--- src/rtl/config_source_arbiter_if.sv ---
// Source-side and config-side signal bundle of the configuration source arbiter.
// master drives the four write sources and the controls; slave is the arbiter.
interface config_source_arbiter_if;
  logic [31:0] SelfWriteData;
  logic        SelfWriteStrobe;
  logic [31:0] UARTWriteData;
  logic        UARTWriteStrobe;
  logic [31:0] BitBangWriteData;
  logic        BitBangWriteStrobe;
  logic [31:0] JTAGWriteData;
  logic        JTAGWriteStrobe;
  logic        JTAGActive;
  logic        ClearDrop;
  logic [31:0] ConfigWriteData;
  logic        ConfigWriteStrobe;
  logic [1:0]  Owner;
  logic        OwnerValid;
  logic [3:0]  DropFlags;

  modport master (
    output SelfWriteData, SelfWriteStrobe, UARTWriteData, UARTWriteStrobe,
           BitBangWriteData, BitBangWriteStrobe, JTAGWriteData, JTAGWriteStrobe,
           JTAGActive, ClearDrop,
    input  ConfigWriteData, ConfigWriteStrobe, Owner, OwnerValid, DropFlags
  );

  modport slave (
    input  SelfWriteData, SelfWriteStrobe, UARTWriteData, UARTWriteStrobe,
           BitBangWriteData, BitBangWriteStrobe, JTAGWriteData, JTAGWriteStrobe,
           JTAGActive, ClearDrop,
    output ConfigWriteData, ConfigWriteStrobe, Owner, OwnerValid, DropFlags
  );
endinterface

--- src/rtl/config_source_arbiter.sv ---
// Session-based arbiter merging CPU/UART/BitBang/JTAG config writes into one
// registered word stream; JTAG can pre-empt, non-owner writes set sticky drop flags.
module config_source_arbiter #(
  parameter int unsigned TIMEOUT_CYCLES = 1024,
  parameter int unsigned CNT_W          = 16
) (
  input  logic                   CLK,
  input  logic                   resetn,
  config_source_arbiter_if.slave bus
);

  typedef enum logic [1:0] {
    ST_IDLE      = 2'd0,
    ST_OWNED     = 2'd1,
    ST_JTAG_LOCK = 2'd2
  } state_e;

  localparam logic [CNT_W-1:0] TIMEOUT_LOAD = CNT_W'(TIMEOUT_CYCLES);
  localparam logic [1:0]       ID_CPU       = 2'd0;
  localparam logic [1:0]       ID_UART      = 2'd1;
  localparam logic [1:0]       ID_BITBANG   = 2'd2;
  localparam logic [1:0]       ID_JTAG      = 2'd3;

  state_e           state_q,  state_d;
  logic [CNT_W-1:0] cnt_q,    cnt_d;
  logic [31:0]      data_q,   data_d;
  logic             strobe_q, strobe_d;
  logic [1:0]       owner_q,  owner_d;
  logic             valid_q,  valid_d;
  logic [3:0]       drop_q,   drop_d;

  logic [3:0]  req_s;
  logic [31:0] src_data_s [4];
  logic [3:0]  owner_oh_s;
  logic        preempt_s;
  logic        expire_s;
  logic        fwd_en_s;
  logic [1:0]  fwd_id_s;
  logic [1:0]  idle_win_s;
  logic [3:0]  drop_set_s;

  // Request vector and data indexed by source id.
  always_comb begin
    req_s         = {bus.JTAGWriteStrobe, bus.BitBangWriteStrobe,
                     bus.UARTWriteStrobe, bus.SelfWriteStrobe};
    src_data_s[0] = bus.SelfWriteData;
    src_data_s[1] = bus.UARTWriteData;
    src_data_s[2] = bus.BitBangWriteData;
    src_data_s[3] = bus.JTAGWriteData;
    owner_oh_s    = 4'b0001 << owner_q;
    preempt_s     = bus.JTAGActive && (state_q != ST_JTAG_LOCK);
    expire_s      = !req_s[owner_q] && (cnt_q == CNT_W'(1));
    if (req_s[3]) begin
      idle_win_s = ID_JTAG;
    end else if (req_s[0]) begin
      idle_win_s = ID_CPU;
    end else if (req_s[1]) begin
      idle_win_s = ID_UART;
    end else begin
      idle_win_s = ID_BITBANG;
    end
  end

  // State register and all registered outputs.
  always_ff @(posedge CLK) begin
    if (!resetn) begin
      state_q  <= ST_IDLE;
      cnt_q    <= '0;
      data_q   <= 32'h0000_0000;
      strobe_q <= 1'b0;
      owner_q  <= 2'd0;
      valid_q  <= 1'b0;
      drop_q   <= 4'b0000;
    end else begin
      state_q  <= state_d;
      cnt_q    <= cnt_d;
      data_q   <= data_d;
      strobe_q <= strobe_d;
      owner_q  <= owner_d;
      valid_q  <= valid_d;
      drop_q   <= drop_d;
    end
  end

  // Next state and session timeout counter; reload beats decrement, 0 saturates.
  always_comb begin
    state_d = state_q;
    cnt_d   = cnt_q;
    if (preempt_s) begin
      state_d = ST_JTAG_LOCK;
      cnt_d   = '0;
    end else begin
      case (state_q)
        ST_IDLE: begin
          if (|req_s) begin
            state_d = ST_OWNED;
            cnt_d   = TIMEOUT_LOAD;
          end else begin
            state_d = ST_IDLE;
          end
        end
        ST_OWNED: begin
          if (req_s[owner_q]) begin
            cnt_d = TIMEOUT_LOAD;
          end else begin
            cnt_d = (cnt_q == '0) ? '0 : cnt_q - CNT_W'(1);
          end
          if (expire_s) begin
            state_d = ST_IDLE;
          end else begin
            state_d = ST_OWNED;
          end
        end
        ST_JTAG_LOCK: begin
          if (!bus.JTAGActive) begin
            state_d = ST_IDLE;
          end else begin
            state_d = ST_JTAG_LOCK;
          end
        end
        default: begin
          state_d = ST_IDLE;
          cnt_d   = '0;
        end
      endcase
    end
  end

  // Forwarding, ownership and drop-flag updates for the current cycle.
  always_comb begin
    fwd_en_s   = 1'b0;
    fwd_id_s   = owner_q;
    owner_d    = owner_q;
    valid_d    = valid_q;
    drop_set_s = 4'b0000;
    if (preempt_s) begin
      owner_d    = ID_JTAG;
      valid_d    = 1'b1;
      fwd_en_s   = req_s[3];
      fwd_id_s   = ID_JTAG;
      drop_set_s = req_s & 4'b0111;
    end else begin
      case (state_q)
        ST_IDLE: begin
          if (|req_s) begin
            fwd_en_s   = 1'b1;
            fwd_id_s   = idle_win_s;
            owner_d    = idle_win_s;
            valid_d    = 1'b1;
            drop_set_s = req_s & ~(4'b0001 << idle_win_s);
          end else begin
            valid_d = 1'b0;
          end
        end
        ST_OWNED: begin
          fwd_en_s   = req_s[owner_q];
          drop_set_s = req_s & ~owner_oh_s;
          if (expire_s) begin
            valid_d = 1'b0;
          end else begin
            valid_d = 1'b1;
          end
        end
        ST_JTAG_LOCK: begin
          fwd_en_s   = req_s[3];
          fwd_id_s   = ID_JTAG;
          drop_set_s = req_s & 4'b0111;
          valid_d    = bus.JTAGActive;
        end
        default: begin
          valid_d = 1'b0;
        end
      endcase
    end
    strobe_d = fwd_en_s;
    if (fwd_en_s) begin
      data_d = src_data_s[fwd_id_s];
    end else begin
      data_d = data_q;
    end
    // A new drop wins over ClearDrop only for its own bit.
    if (bus.ClearDrop) begin
      drop_d = drop_set_s;
    end else begin
      drop_d = drop_q | drop_set_s;
    end
  end

  assign bus.ConfigWriteData   = data_q;
  assign bus.ConfigWriteStrobe = strobe_q;
  assign bus.Owner             = owner_q;
  assign bus.OwnerValid        = valid_q;
  assign bus.DropFlags         = drop_q;

endmodule

--- src/flat_wrapper.sv ---
// flat-port wrapper written by rule: the top's interface ports become plain ports
module config_source_arbiter_flat 
#(
  parameter int unsigned TIMEOUT_CYCLES = 1024,
  parameter int unsigned CNT_W          = 16
)
  (CLK, resetn, bus_SelfWriteData, bus_SelfWriteStrobe, bus_UARTWriteData, bus_UARTWriteStrobe, bus_BitBangWriteData, bus_BitBangWriteStrobe, bus_JTAGWriteData, bus_JTAGWriteStrobe, bus_JTAGActive, bus_ClearDrop, bus_ConfigWriteData, bus_ConfigWriteStrobe, bus_Owner, bus_OwnerValid, bus_DropFlags);
  config_source_arbiter_if bus_i ();
  input  logic CLK;
  input  logic resetn;
  input wire logic [$bits(bus_i.SelfWriteData)-1:0] bus_SelfWriteData;
  input wire logic [$bits(bus_i.SelfWriteStrobe)-1:0] bus_SelfWriteStrobe;
  input wire logic [$bits(bus_i.UARTWriteData)-1:0] bus_UARTWriteData;
  input wire logic [$bits(bus_i.UARTWriteStrobe)-1:0] bus_UARTWriteStrobe;
  input wire logic [$bits(bus_i.BitBangWriteData)-1:0] bus_BitBangWriteData;
  input wire logic [$bits(bus_i.BitBangWriteStrobe)-1:0] bus_BitBangWriteStrobe;
  input wire logic [$bits(bus_i.JTAGWriteData)-1:0] bus_JTAGWriteData;
  input wire logic [$bits(bus_i.JTAGWriteStrobe)-1:0] bus_JTAGWriteStrobe;
  input wire logic [$bits(bus_i.JTAGActive)-1:0] bus_JTAGActive;
  input wire logic [$bits(bus_i.ClearDrop)-1:0] bus_ClearDrop;
  output wire logic [$bits(bus_i.ConfigWriteData)-1:0] bus_ConfigWriteData;
  output wire logic [$bits(bus_i.ConfigWriteStrobe)-1:0] bus_ConfigWriteStrobe;
  output wire logic [$bits(bus_i.Owner)-1:0] bus_Owner;
  output wire logic [$bits(bus_i.OwnerValid)-1:0] bus_OwnerValid;
  output wire logic [$bits(bus_i.DropFlags)-1:0] bus_DropFlags;
  assign bus_i.SelfWriteData = bus_SelfWriteData;
  assign bus_i.SelfWriteStrobe = bus_SelfWriteStrobe;
  assign bus_i.UARTWriteData = bus_UARTWriteData;
  assign bus_i.UARTWriteStrobe = bus_UARTWriteStrobe;
  assign bus_i.BitBangWriteData = bus_BitBangWriteData;
  assign bus_i.BitBangWriteStrobe = bus_BitBangWriteStrobe;
  assign bus_i.JTAGWriteData = bus_JTAGWriteData;
  assign bus_i.JTAGWriteStrobe = bus_JTAGWriteStrobe;
  assign bus_i.JTAGActive = bus_JTAGActive;
  assign bus_i.ClearDrop = bus_ClearDrop;
  assign bus_ConfigWriteData = bus_i.ConfigWriteData;
  assign bus_ConfigWriteStrobe = bus_i.ConfigWriteStrobe;
  assign bus_Owner = bus_i.Owner;
  assign bus_OwnerValid = bus_i.OwnerValid;
  assign bus_DropFlags = bus_i.DropFlags;
  config_source_arbiter #(.TIMEOUT_CYCLES(TIMEOUT_CYCLES), .CNT_W(CNT_W)) u_core (.CLK(CLK), .resetn(resetn), .bus(bus_i));
endmodule
--- config.mk ---
export PLATFORM = sky130hd
export DESIGN_NAME = config_source_arbiter_flat
export DESIGN_NICKNAME = d
export VERILOG_FILES = /design/src/rtl/config_source_arbiter_if.sv /design/src/rtl/config_source_arbiter.sv /design/src/flat_wrapper.sv
export SDC_FILE = /design/constraint.sdc
export NUM_CORES = 1
export LEC_CHECK = 0
export ABC_AREA = 1
export CAP_MARGIN = 10
export CORE_MARGIN = 5
export CORE_UTILIZATION = 41
export DETAILED_ROUTE_END_ITERATION = 7
export GPL_TIMING_DRIVEN = 0
export PLACE_DENSITY = 0.89
export SETUP_SLACK_MARGIN = 0.4
export SYNTH_ARGS = -nofsm -noshare
export SYNTH_HDL_FRONTEND = slang
export SYNTH_SLANG_ARGS = --single-unit
--- constraint.sdc ---
create_clock -name CLK -period 1.6 [get_ports CLK]
set_clock_uncertainty 0.1 [all_clocks]
set_input_delay 0.32 -clock CLK [delete_from_list [all_inputs] [get_ports CLK]]
set_output_delay 0.32 -clock CLK [all_outputs]
set_load 0.02 [all_outputs]
==> results_dict.tcl, run 1 <==
set metrics [dict create \
    clock-root-buffer "clkbuf_8" \
    layout_commonest_cell "inv_1" \
    hp-start "bus_JTAGWriteStrobe" \
    crit_fanout 8 \
    hold_buffers 0 \
    syn_area_per_cell_um2 5.503 \
    path_buf_inv 5 \
    core_um2 10840 \
    fin_nets 1206 \
    place_area_um2 6640 \
    r2r_start "u_core.state_q[0]$_SDFF_PP0_" \
    leakage_nw 4.485 \
    htree_levels 3 \
    die_w_um 115.3 \
    drt_iter0_drc 522 \
    synth_nets 965 \
    track_usage_pct 25.05 \
    finalCritPeriodShare_pct 119.4 \
    rows 38 \
    antenna_left 0 \
    seq_area_frac_synth_pct 25.54 \
    cp_top_family "simple AND/OR/NAND/NOR gates" \
    layout-drive-gt1-share_pct 29.94 \
    start_util_pct 41.93 \
    synth_seq_cells 58 \
    pwr-share-seq_pct 27.1 \
    grt_pass1_wl_um 26630 \
    yosysTopAreaCell "dfxtp_1" \
    violations "negative setup slack" \
    netlist_instances 826 \
    fmax_ghz 0.5232 \
    r2r_slack_ns -0.31 \
    p_clk_share_pct 22.3 \
    vias_per_cell 5.236 \
    ys_types 29 \
    clk_pin_slew_ns 0.07 \
    cp.required_ns 1.81 \
    first_pass_iters 6 \
    reg2regPathDepth 13 \
    drv_cap 0 \
    yosys-top-cells-area "dfxtp_1, nand3_1, inv_1" \
    hold_path_class "in -> reg" \
    synth_top_area_share_pct 25.54 \
    dieArea_um2 13290 \
    finalInstanceArea_um2 8303 \
    hold_viol_final 0 \
    clk_path_buf_depth 2 \
    rsz0062_at_grt "true" \
    antenna_found_initial 0 \
    worst_slack_ns -0.3112 \
    insertion_delay_ns 0.36 \
    gp_congestion 0.8839 \
    multiInputGateArea_um2 2838 \
    switching_power_mw 2.561 \
    place_inst 1139 \
    worstSetupStartpointType "flip-flop" \
    final_cell_mix "inv_1, nand2_1, nand3_1" \
    vias 6346 \
    p_comb_share_pct 50.7 \
    period_minus_slack_ns 1.911 \
    slew_headroom_pct 62.36 \
    pre_cts_ws_ns -0.9262 \
    antenna_cells 0 \
    sequential_cell_area_um2 1230 \
    worstPathArrival_ns 2.12 \
    switching_share_pct 39.03 \
    status "complete, but fails checks" \
    drv_slew 0 \
    area_growth_pct 82.66 \
    cts_tree "yes" \
    cts_inserted_buffers 9 \
    grt_pass1_vias 5626 \
    ys_warn_count 0 \
    power.internal_mw 4.000 \
    max-vdd-ir-drop_v 0.0004026 \
    cp-end-kind "flip-flop" \
    drt_wl_total_um 21190 \
    fin_tns_setup_ns -9.019 \
    io_pins 176 \
    cp_cell_sequence "buf_8 > nor2_4 > nand4_1 > nand3_4 > buf_12 > buf_12 > nand2_8 > buf_8 > nand2_1 > nand3_1 > nand3_1 > nand2_1 > inv_1" \
    synth_area_um2 4546 \
    hold_path_end "u_core.bus.DropFlags[3]$_SDFF_PN0_" \
    dp_hpwl_um 11360 \
    post-route-drc-count 0 \
    powerDensity_nw_per_um2 790.1 \
    r2r-end "u_core.bus.ConfigWriteData[31]$_SDFFE_PN0P_" \
    setup_violations 51 \
    cts_sinks 58 \
    worstSetupPathType "reg -> reg" \
    instances_no_fill 1212 \
    n_fill_cell 688 \
    cpMaxStageDelayCell "dfxtp_2" \
    post_drt_wl_per_cell_um 17.48 \
    holdPathStages 3 \
    fp.dieH_um 115.3 \
    critPathMaxStageDelay_ns 0.32 \
    tightest_slew_ns 0.5646 \
    globalRouteOverflowTotal 0 \
    port-buffer-count 173 \
    grt_max_degree 11 \
]
per-stage QoR:
| step | total power, mW | hold slack, ns | util [%] |
|---|---|---|---|
| 3_5_place_dp | 4.067 | 0.3707 | 61.25 |
| 2_1_floorplan | 3.153 | 0.3310 | - |
| 6_report | 6.560 | 0.2191 | 76.59 |
| 4_1_cts | 5.860 | 0.2344 | 69.60 |
| 5_1_grt | 6.824 | 0.2452 | 76.59 |
| 3_3_place_gp | 4.024 | 0.3576 | 61.25 |
synth_stat cells, drive strengths merged:
master	instances
a21oi	14
buf	37
clkbuf	3
clkinv	22
dfxtp	58
ha	3
inv	226
nand2	212
nand3	173
nand3b	2
nand4	3
nor2	39
nor3	6
o211ai	1
o21ai	13
o21bai	1
or2	1
or3	1
xnor2	3
xor2	8
kinds of logic after synthesis:
family                   Yosys count  synth area share [%]
XOR/XNOR                          11                 2.120
AO/OA/AOI/OAI                     29                 3.303
buffers and inverters            288                 26.09
flip-flops                        58                 25.54
AND/OR/NAND/NOR                  437                 42.11
adder cells (fa/ha/maj)            3                0.8259
worst max path at each step:
stage	from	endpoint	slack, ns	depth (start not counted)
floorplan	u_core.bus.Owner[0]$_SDFFE_PN0P_	u_core.bus.ConfigWriteData[21]$_SDFFE_PN0P_	0.08	11
global placement	bus_UARTWriteStrobe	u_core.bus.ConfigWriteData[4]$_SDFFE_PN0P_	-0.85	11
detailed placement	bus_UARTWriteStrobe	u_core.bus.ConfigWriteData[4]$_SDFFE_PN0P_	-0.93	11
CTS	u_core.state_q[0]$_SDFF_PP0_	u_core.bus.ConfigWriteData[24]$_SDFFE_PN0P_	-0.14	13
global route	u_core.state_q[0]$_SDFF_PP0_	u_core.bus.ConfigWriteData[31]$_SDFFE_PN0P_	-0.37	13
finish	u_core.state_q[0]$_SDFF_PP0_	u_core.bus.ConfigWriteData[31]$_SDFFE_PN0P_	-0.31	13
layer usage:
metal	global-route usage, %	vias up	wire (µm)
met5	0	-	0
met4	12.83	0	1478
met3	4.895	129	1976
met2	44.95	454	10330
met1	27.98	2842	7402
li1	-	2921	-
state kept, by name, indices dropped and copies added, names as in the netlist:
signal / cells
u_core.bus.ConfigWriteStrobe: 1
u_core.bus.ConfigWriteData: 32
u_core.bus.Owner: 2
u_core.cnt_q: 16
u_core.state_q: 2
u_core.bus.DropFlags: 4
u_core.bus.OwnerValid: 1
layout make-up:
| cell class | instances | area share, % |
|---|---|---|
| plain buffers | 40 | 6.148 |
| flip-flops and latches | 58 | 14.81 |
| repair buffers | 228 | 28.77 |
| inverters | 248 | 11.54 |
| well taps | 140 | 2.110 |
| multi-input cells | 482 | 34.18 |
| clock inverters | 1 | 0.06028 |
| clock buffers | 15 | 2.381 |
worst min-delay path, cell delays in order:
cell and delay, ns:
buf_8 0.13, o211ai_1 0.12, o21ai_2 0.07
power groups by stage:
stage                     clock (mW)  combinational, mW  sequential, mW
after floorplan                    0               1.27            1.88
after global placement             0               2.30            1.72
after detailed placement           0               2.34            1.73
after CTS                       1.39               2.72            1.75
after global routing            1.50               3.54            1.79
final                           1.46               3.32            1.78
repair_timing:
action	4_1_cts	5_1_grt
pin swaps	9	34
endpoints found under the setup margin	98	97
setup buffers	25	20
gates cloned	6	6
resized for setup	366	127
Note: power is estimated with default switching activity, not from simulation.
==> inputs of run 2 (changes only) <==
--- a/config.mk
+++ b/config.mk
@@ -7,7 +7,6 @@
 export LEC_CHECK = 0
 export ABC_AREA = 1
 export CAP_MARGIN = 10
-export CORE_MARGIN = 5
 export CORE_UTILIZATION = 41
 export DETAILED_ROUTE_END_ITERATION = 7
 export GPL_TIMING_DRIVEN = 0
==> run 2 against run 1 <==
  * The run still ends with negative setup slack left
  * Combinational power down 14%
  * Sequential power about the same
  * Worst hold slack worse by 0.019 ns
  * Fmax up 5.1%
  * Sequential share of layout area up 1.5 points
  * Die area down 13%
  * Critical path type unchanged
==> results_dict.tcl, run 2 (same netlist as run 1, synthesis figures left out) <==
set metrics [dict create \
    drt_wl_total_um 16440 \
    layout-drive-gt1-share_pct 21.98 \
    r2r-end "u_core.bus.ConfigWriteData[4]$_SDFFE_PN0P_" \
    fp.dieH_um 107.3 \
    status "complete, but fails checks" \
    sequential_cell_area_um2 1230 \
    multiInputGateArea_um2 2474 \
    hold_path_class "in -> reg" \
    drt_iter0_drc 417 \
    gp_congestion 0.8853 \
    io_pins 176 \
    r2r_start "u_core.state_q[0]$_SDFF_PP0_" \
    cts_tree "yes" \
    finalInstanceArea_um2 7560 \
    powerDensity_nw_per_um2 787.6 \
    clk_pin_slew_ns 0.07 \
    antenna_cells 0 \
    largest_reg_flops 32 \
    post_drt_wl_per_cell_um 13.81 \
    die_w_um 107.3 \
    dieArea_um2 11510 \
    leakage_nw 4.226 \
    period_minus_slack_ns 1.819 \
    drv_cap 0 \
    pre_cts_ws_ns -0.8496 \
    cts_inserted_buffers 9 \
    worstSetupPathType "reg -> reg" \
    hp-start "bus_JTAGWriteStrobe" \
    reg2regPathDepth 11 \
    cp-end-kind "flip-flop" \
    hold_viol_final 0 \
    place_area_um2 6640 \
    first_pass_iters 7 \
    cts_sinks 58 \
    slew_headroom_pct 61.06 \
    insertion_delay_ns 0.35 \
    post-route-drc-count 0 \
    tightest_slew_ns 0.5840 \
    vias_per_cell 4.861 \
    fin_nets 1185 \
    start_util_pct 41.93 \
    hold_path_end "u_core.bus.DropFlags[3]$_SDFF_PN0_" \
    violations "negative setup slack" \
    max-vdd-ir-drop_v 0.0004622 \
    crit_fanout 10 \
    clk_path_buf_depth 2 \
    finalCritPeriodShare_pct 113.7 \
    hold_buffers 0 \
    worstPathArrival_ns 1.97 \
    dp_hpwl_um 10510 \
    worstSetupStartpointType "flip-flop" \
    grt_max_degree 11 \
    grt_pass1_wl_um 23940 \
    layout_commonest_cell "inv_1" \
    final_cell_mix "inv_1, nand2_1, nand3_1" \
    r2r_slack_ns -0.22 \
    holdPathStages 3 \
    n_fill_cell 877 \
    rsz0062_at_grt "true" \
    area_growth_pct 66.31 \
    globalRouteOverflowTotal 0 \
    utilization_pct 69.74 \
    setup_violations 50 \
    rows 38 \
    antenna_found_initial 0 \
    track_usage_pct 26.53 \
    drv_slew 0 \
    port-buffer-count 173 \
    clock-root-buffer "clkbuf_8" \
    vias 5790 \
    cp.required_ns 1.75 \
    core_um2 10840 \
    grt_pass1_vias 5248 \
    worst_slack_ns -0.2188 \
    fin_tns_setup_ns -6.608 \
    htree_levels 3 \
    fmax_ghz 0.5498 \
    antenna_left 0 \
]
[run 2: worst max-delay path by stage]
stage,start,endpoint
after floorplan,u_core.bus.Owner[0]$_SDFFE_PN0P_,u_core.bus.ConfigWriteData[21]$_SDFFE_PN0P_
after global placement,bus_SelfWriteStrobe,u_core.bus.ConfigWriteData[29]$_SDFFE_PN0P_
after detailed placement,bus_SelfWriteStrobe,u_core.bus.ConfigWriteData[29]$_SDFFE_PN0P_
after CTS,u_core.state_q[0]$_SDFF_PP0_,u_core.bus.ConfigWriteData[4]$_SDFFE_PN0P_
after global routing,u_core.bus.Owner[1]$_SDFFE_PN0P_,u_core.bus.ConfigWriteData[13]$_SDFFE_PN0P_
final,u_core.state_q[0]$_SDFF_PP0_,u_core.bus.ConfigWriteData[4]$_SDFFE_PN0P_
[run 2: layer usage]
layer / vias up / wire length, µm / GRT usage, %
li1: 2874 / - / -
met1: 2553 / 6454 / 31.53
met2: 296 / 8006 / 46.59
met3: 67 / 1314 / 4.116
met4: 0 / 666 / 12.43
met5: - / 0 / 0
[run 2: final cells by class]
class / count / share of cell area (%)
Buffer: 40 / 6.024
Clock buffer: 9 / 1.639
Clock inverter: 7 / 0.7944
Inverter: 248 / 12.45
Multi-Input combinational cell: 481 / 32.72
Sequential cell: 58 / 16.27
Tap cell: 140 / 2.317
Timing Repair Buffer: 208 / 27.79
[run 2: report_power, final]
part	total [mW]	switching [mW]	internal, mW
Clock	1.34	0.641	0.699
Sequential	1.76	0.132	1.63
Combinational	2.86	1.47	1.39
Total	5.95	2.24	3.71
[run 2: worst max-delay path, cell delays in order, from the launching register on]
cell and delay (ns):
dfxtp_1 0.34, buf_6 0.15, inv_2 0.07, nor2_4 0.10, inv_2 0.08, o21ai_4 0.22, nand2_4 0.13, nand2_4 0.13
buf_8 0.14, nand3_2 0.12, nand2_1 0.08, inv_1 0.04
[run 2: metrics by stage]
stage	power (mW)	cells	hold slack [ns]
finish	5.954	1191	0.1998
global route	6.248	1191	0.2235
CTS	5.673	1180	0.1999
detailed placement	4.057	1139	0.3655
global placement	4.023	1139	0.3611
floorplan	3.153	826	0.3310
[run 2: repair_timing]
item,CTS,global route
gates resized for setup,339,35
cloned,1,4
setup buffers,24,7
setup endpoints to repair,97,97
pin swaps,14,17
==> inputs of run 3 (changes only) <==
--- a/config.mk
+++ b/config.mk
@@ -7,10 +7,11 @@
 export LEC_CHECK = 0
 export ABC_AREA = 1
 export CAP_MARGIN = 10
-export CORE_UTILIZATION = 41
+export CORE_UTILIZATION = 25
 export DETAILED_ROUTE_END_ITERATION = 7
 export GPL_TIMING_DRIVEN = 0
-export PLACE_DENSITY = 0.89
+export PLACE_DENSITY = 0.63
+export RECOVER_POWER = 100
 export SETUP_SLACK_MARGIN = 0.4
 export SYNTH_ARGS = -nofsm -noshare
 export SYNTH_HDL_FRONTEND = slang
==> run 3 against run 2 <==
  * The flow still finishes with violations (negative setup slack)
  * Clock-buffer cell count increased by 1
  * Sequential share of layout area decreased by 1.3 points
  * Critical endpoint is now u_core.bus.ConfigWriteData[22]$_SDFFE_PN0P_
  * Largest power group unchanged
  * Wire length increased by 6.0%
  * Via count decreased by 4.8%
  * Power increased by 12%
  * Critical path depth increased by 2
==> results_dict.tcl, run 3 (same netlist as run 1, synthesis figures left out) <==
set metrics [dict create \
    status "complete, but fails checks" \
    fmax_ghz 0.5629 \
    cp.required_ns 1.78 \
    critPathLaunch "u_core.state_q[0]$_SDFF_PP0_" \
    globalRouteOverflowTotal 0 \
    r2r-end "u_core.bus.ConfigWriteData[22]$_SDFFE_PN0P_" \
    drv_cap 0 \
    pre_cts_ws_ns -0.9655 \
    cts_sinks 58 \
    max-vdd-ir-drop_v 0.0005076 \
    fin_tns_setup_ns -4.959 \
    rows 48 \
    post-route-drc-count 0 \
    powerDensity_nw_per_um2 814.0 \
    utilization_pct 46.83 \
    finalCritPeriodShare_pct 111.0 \
    worstPathArrival_ns 1.96 \
    area_growth_pct 80.68 \
    worstSetupStartpointType "flip-flop" \
    gp_congestion 0.8696 \
    layout-drive-gt1-share_pct 29.12 \
    die_w_um 136.8 \
    dieArea_um2 18730 \
    hold_buffers 0 \
    vias 5514 \
    clock-root-buffer "clkbuf_16" \
    fp.dieH_um 136.8 \
    start_util_pct 25.92 \
    setup_violations 34 \
    r2r_start "u_core.state_q[0]$_SDFF_PP0_" \
    fin_nets 1195 \
    grt_pass1_vias 5171 \
    reg2regPathDepth 13 \
    hold_viol_final 0 \
    r2r_slack_ns -0.18 \
    core_um2 17540 \
    antenna_found_initial 0 \
    io_pins 176 \
    slew_headroom_pct 61.06 \
    track_usage_pct 18.22 \
    holdWs_ns 0.2562 \
    period_minus_slack_ns 1.777 \
    power_mw 6.685 \
    drv_slew 0 \
    htree_levels 3 \
    violations "negative setup slack" \
    worstSetupPathType "reg -> reg" \
    post_drt_wl_per_cell_um 13.55 \
    first_pass_iters 4 \
    clk_pin_slew_ns 0.06 \
    endpoint "u_core.bus.ConfigWriteData[22]$_SDFFE_PN0P_" \
    antenna_cells 0 \
    dp_hpwl_um 11890 \
    tightest_slew_ns 0.5840 \
    antenna_left 0 \
    drt_iter0_drc 242 \
    grt_max_degree 12 \
    port-buffer-count 173 \
    insertion_delay_ns 0.34 \
    crit_fanout 8 \
    worst_slack_ns -0.1765 \
    layout_commonest_cell "inv_1" \
    leakage_nw 4.387 \
    cp-end-kind "flip-flop" \
    largest_reg_flops 32 \
    rsz0062_at_grt "true" \
    drt_wl_total_um 17420 \
    hold_path_class "in -> reg" \
    cts_inserted_buffers 9 \
    clk_path_buf_depth 2 \
    grt_pass1_wl_um 25880 \
    final_cell_mix "inv_1, nand2_1, nand3_1" \
    cts_tree "yes" \
    vias_per_cell 4.288 \
]
[run 3: repair_timing]
action / 4_1_cts / 5_1_grt
endpoints found under the hold margin: 0 / 0
setup buffers: 30 / 13
pin swaps: 20 / 28
cloned: 2 / 1
endpoints found under the setup margin: 98 / 98
resized for setup: 379 / 101
[run 3: worst max-delay path: stages, from the launching register on]
cell and delay [ns]:
dfxtp_2 0.32, buf_8 0.14, nor2_4 0.19, nor2_4 0.07
inv_2 0.10, buf_12 0.15, nand2_8 0.09, buf_6 0.15
clkbuf_16 0.14, nand3_1 0.06, nand2_1 0.05, inv_1 0.07
nand2_1 0.05, inv_1 0.04
[run 3: how the worst min path moves through the flow]
stage,slack (ns),from,end,depth (start not counted)
2_1_floorplan,0.33,bus_JTAGActive,u_core.state_q[1]$_SDFF_PN0_,2
3_3_place_gp,0.35,u_core.bus.DropFlags[1]$_SDFF_PN0_,u_core.bus.DropFlags[1]$_SDFF_PN0_,2
3_5_place_dp,0.36,u_core.bus.DropFlags[1]$_SDFF_PN0_,u_core.bus.DropFlags[1]$_SDFF_PN0_,2
4_1_cts,0.20,bus_JTAGWriteStrobe,u_core.bus.DropFlags[3]$_SDFF_PN0_,3
5_1_grt,0.25,bus_JTAGWriteStrobe,u_core.bus.DropFlags[3]$_SDFF_PN0_,3
6_report,0.26,bus_JTAGWriteStrobe,u_core.bus.DropFlags[3]$_SDFF_PN0_,3
[run 3: cell type report]
class                      instances  area (µm²)
fill                            1785        9324
multi-input combinational        480        2784
timing repair buffer             219        2197
sequential                        58        1231
inverter                         248       948.4
buffer                            40       490.5
tap                              225       281.5
clock buffer                      10       239.0
clock inverter                     6       41.29
[run 3: power by group]
group          internal (mW)  switching (mW)  total (mW)
sequential              1.63           0.133        1.76
combinational           1.51            1.56        3.07
clock                   1.09           0.760        1.85
total                   4.23            2.45        6.68
[run 3: metrics by stage]
| stage | std cells | instance area, µm² |
|---|---|---|
| global route | 1286 | 8213 |
| floorplan | 826 | 4733 |
| global placement | 1224 | 6746 |
| finish | 1286 | 8213 |
| detailed placement | 1224 | 6746 |
| CTS | 1272 | 7707 |
[run 3: metal layers]
layer	wire length [µm]	vias to the layer above	GRT usage, %
met4	280	0	5.495
met3	995	20	4.222
li1	-	2893	-
met5	0	-	0
met2	8731	155	31.81
met1	7413	2446	22.05
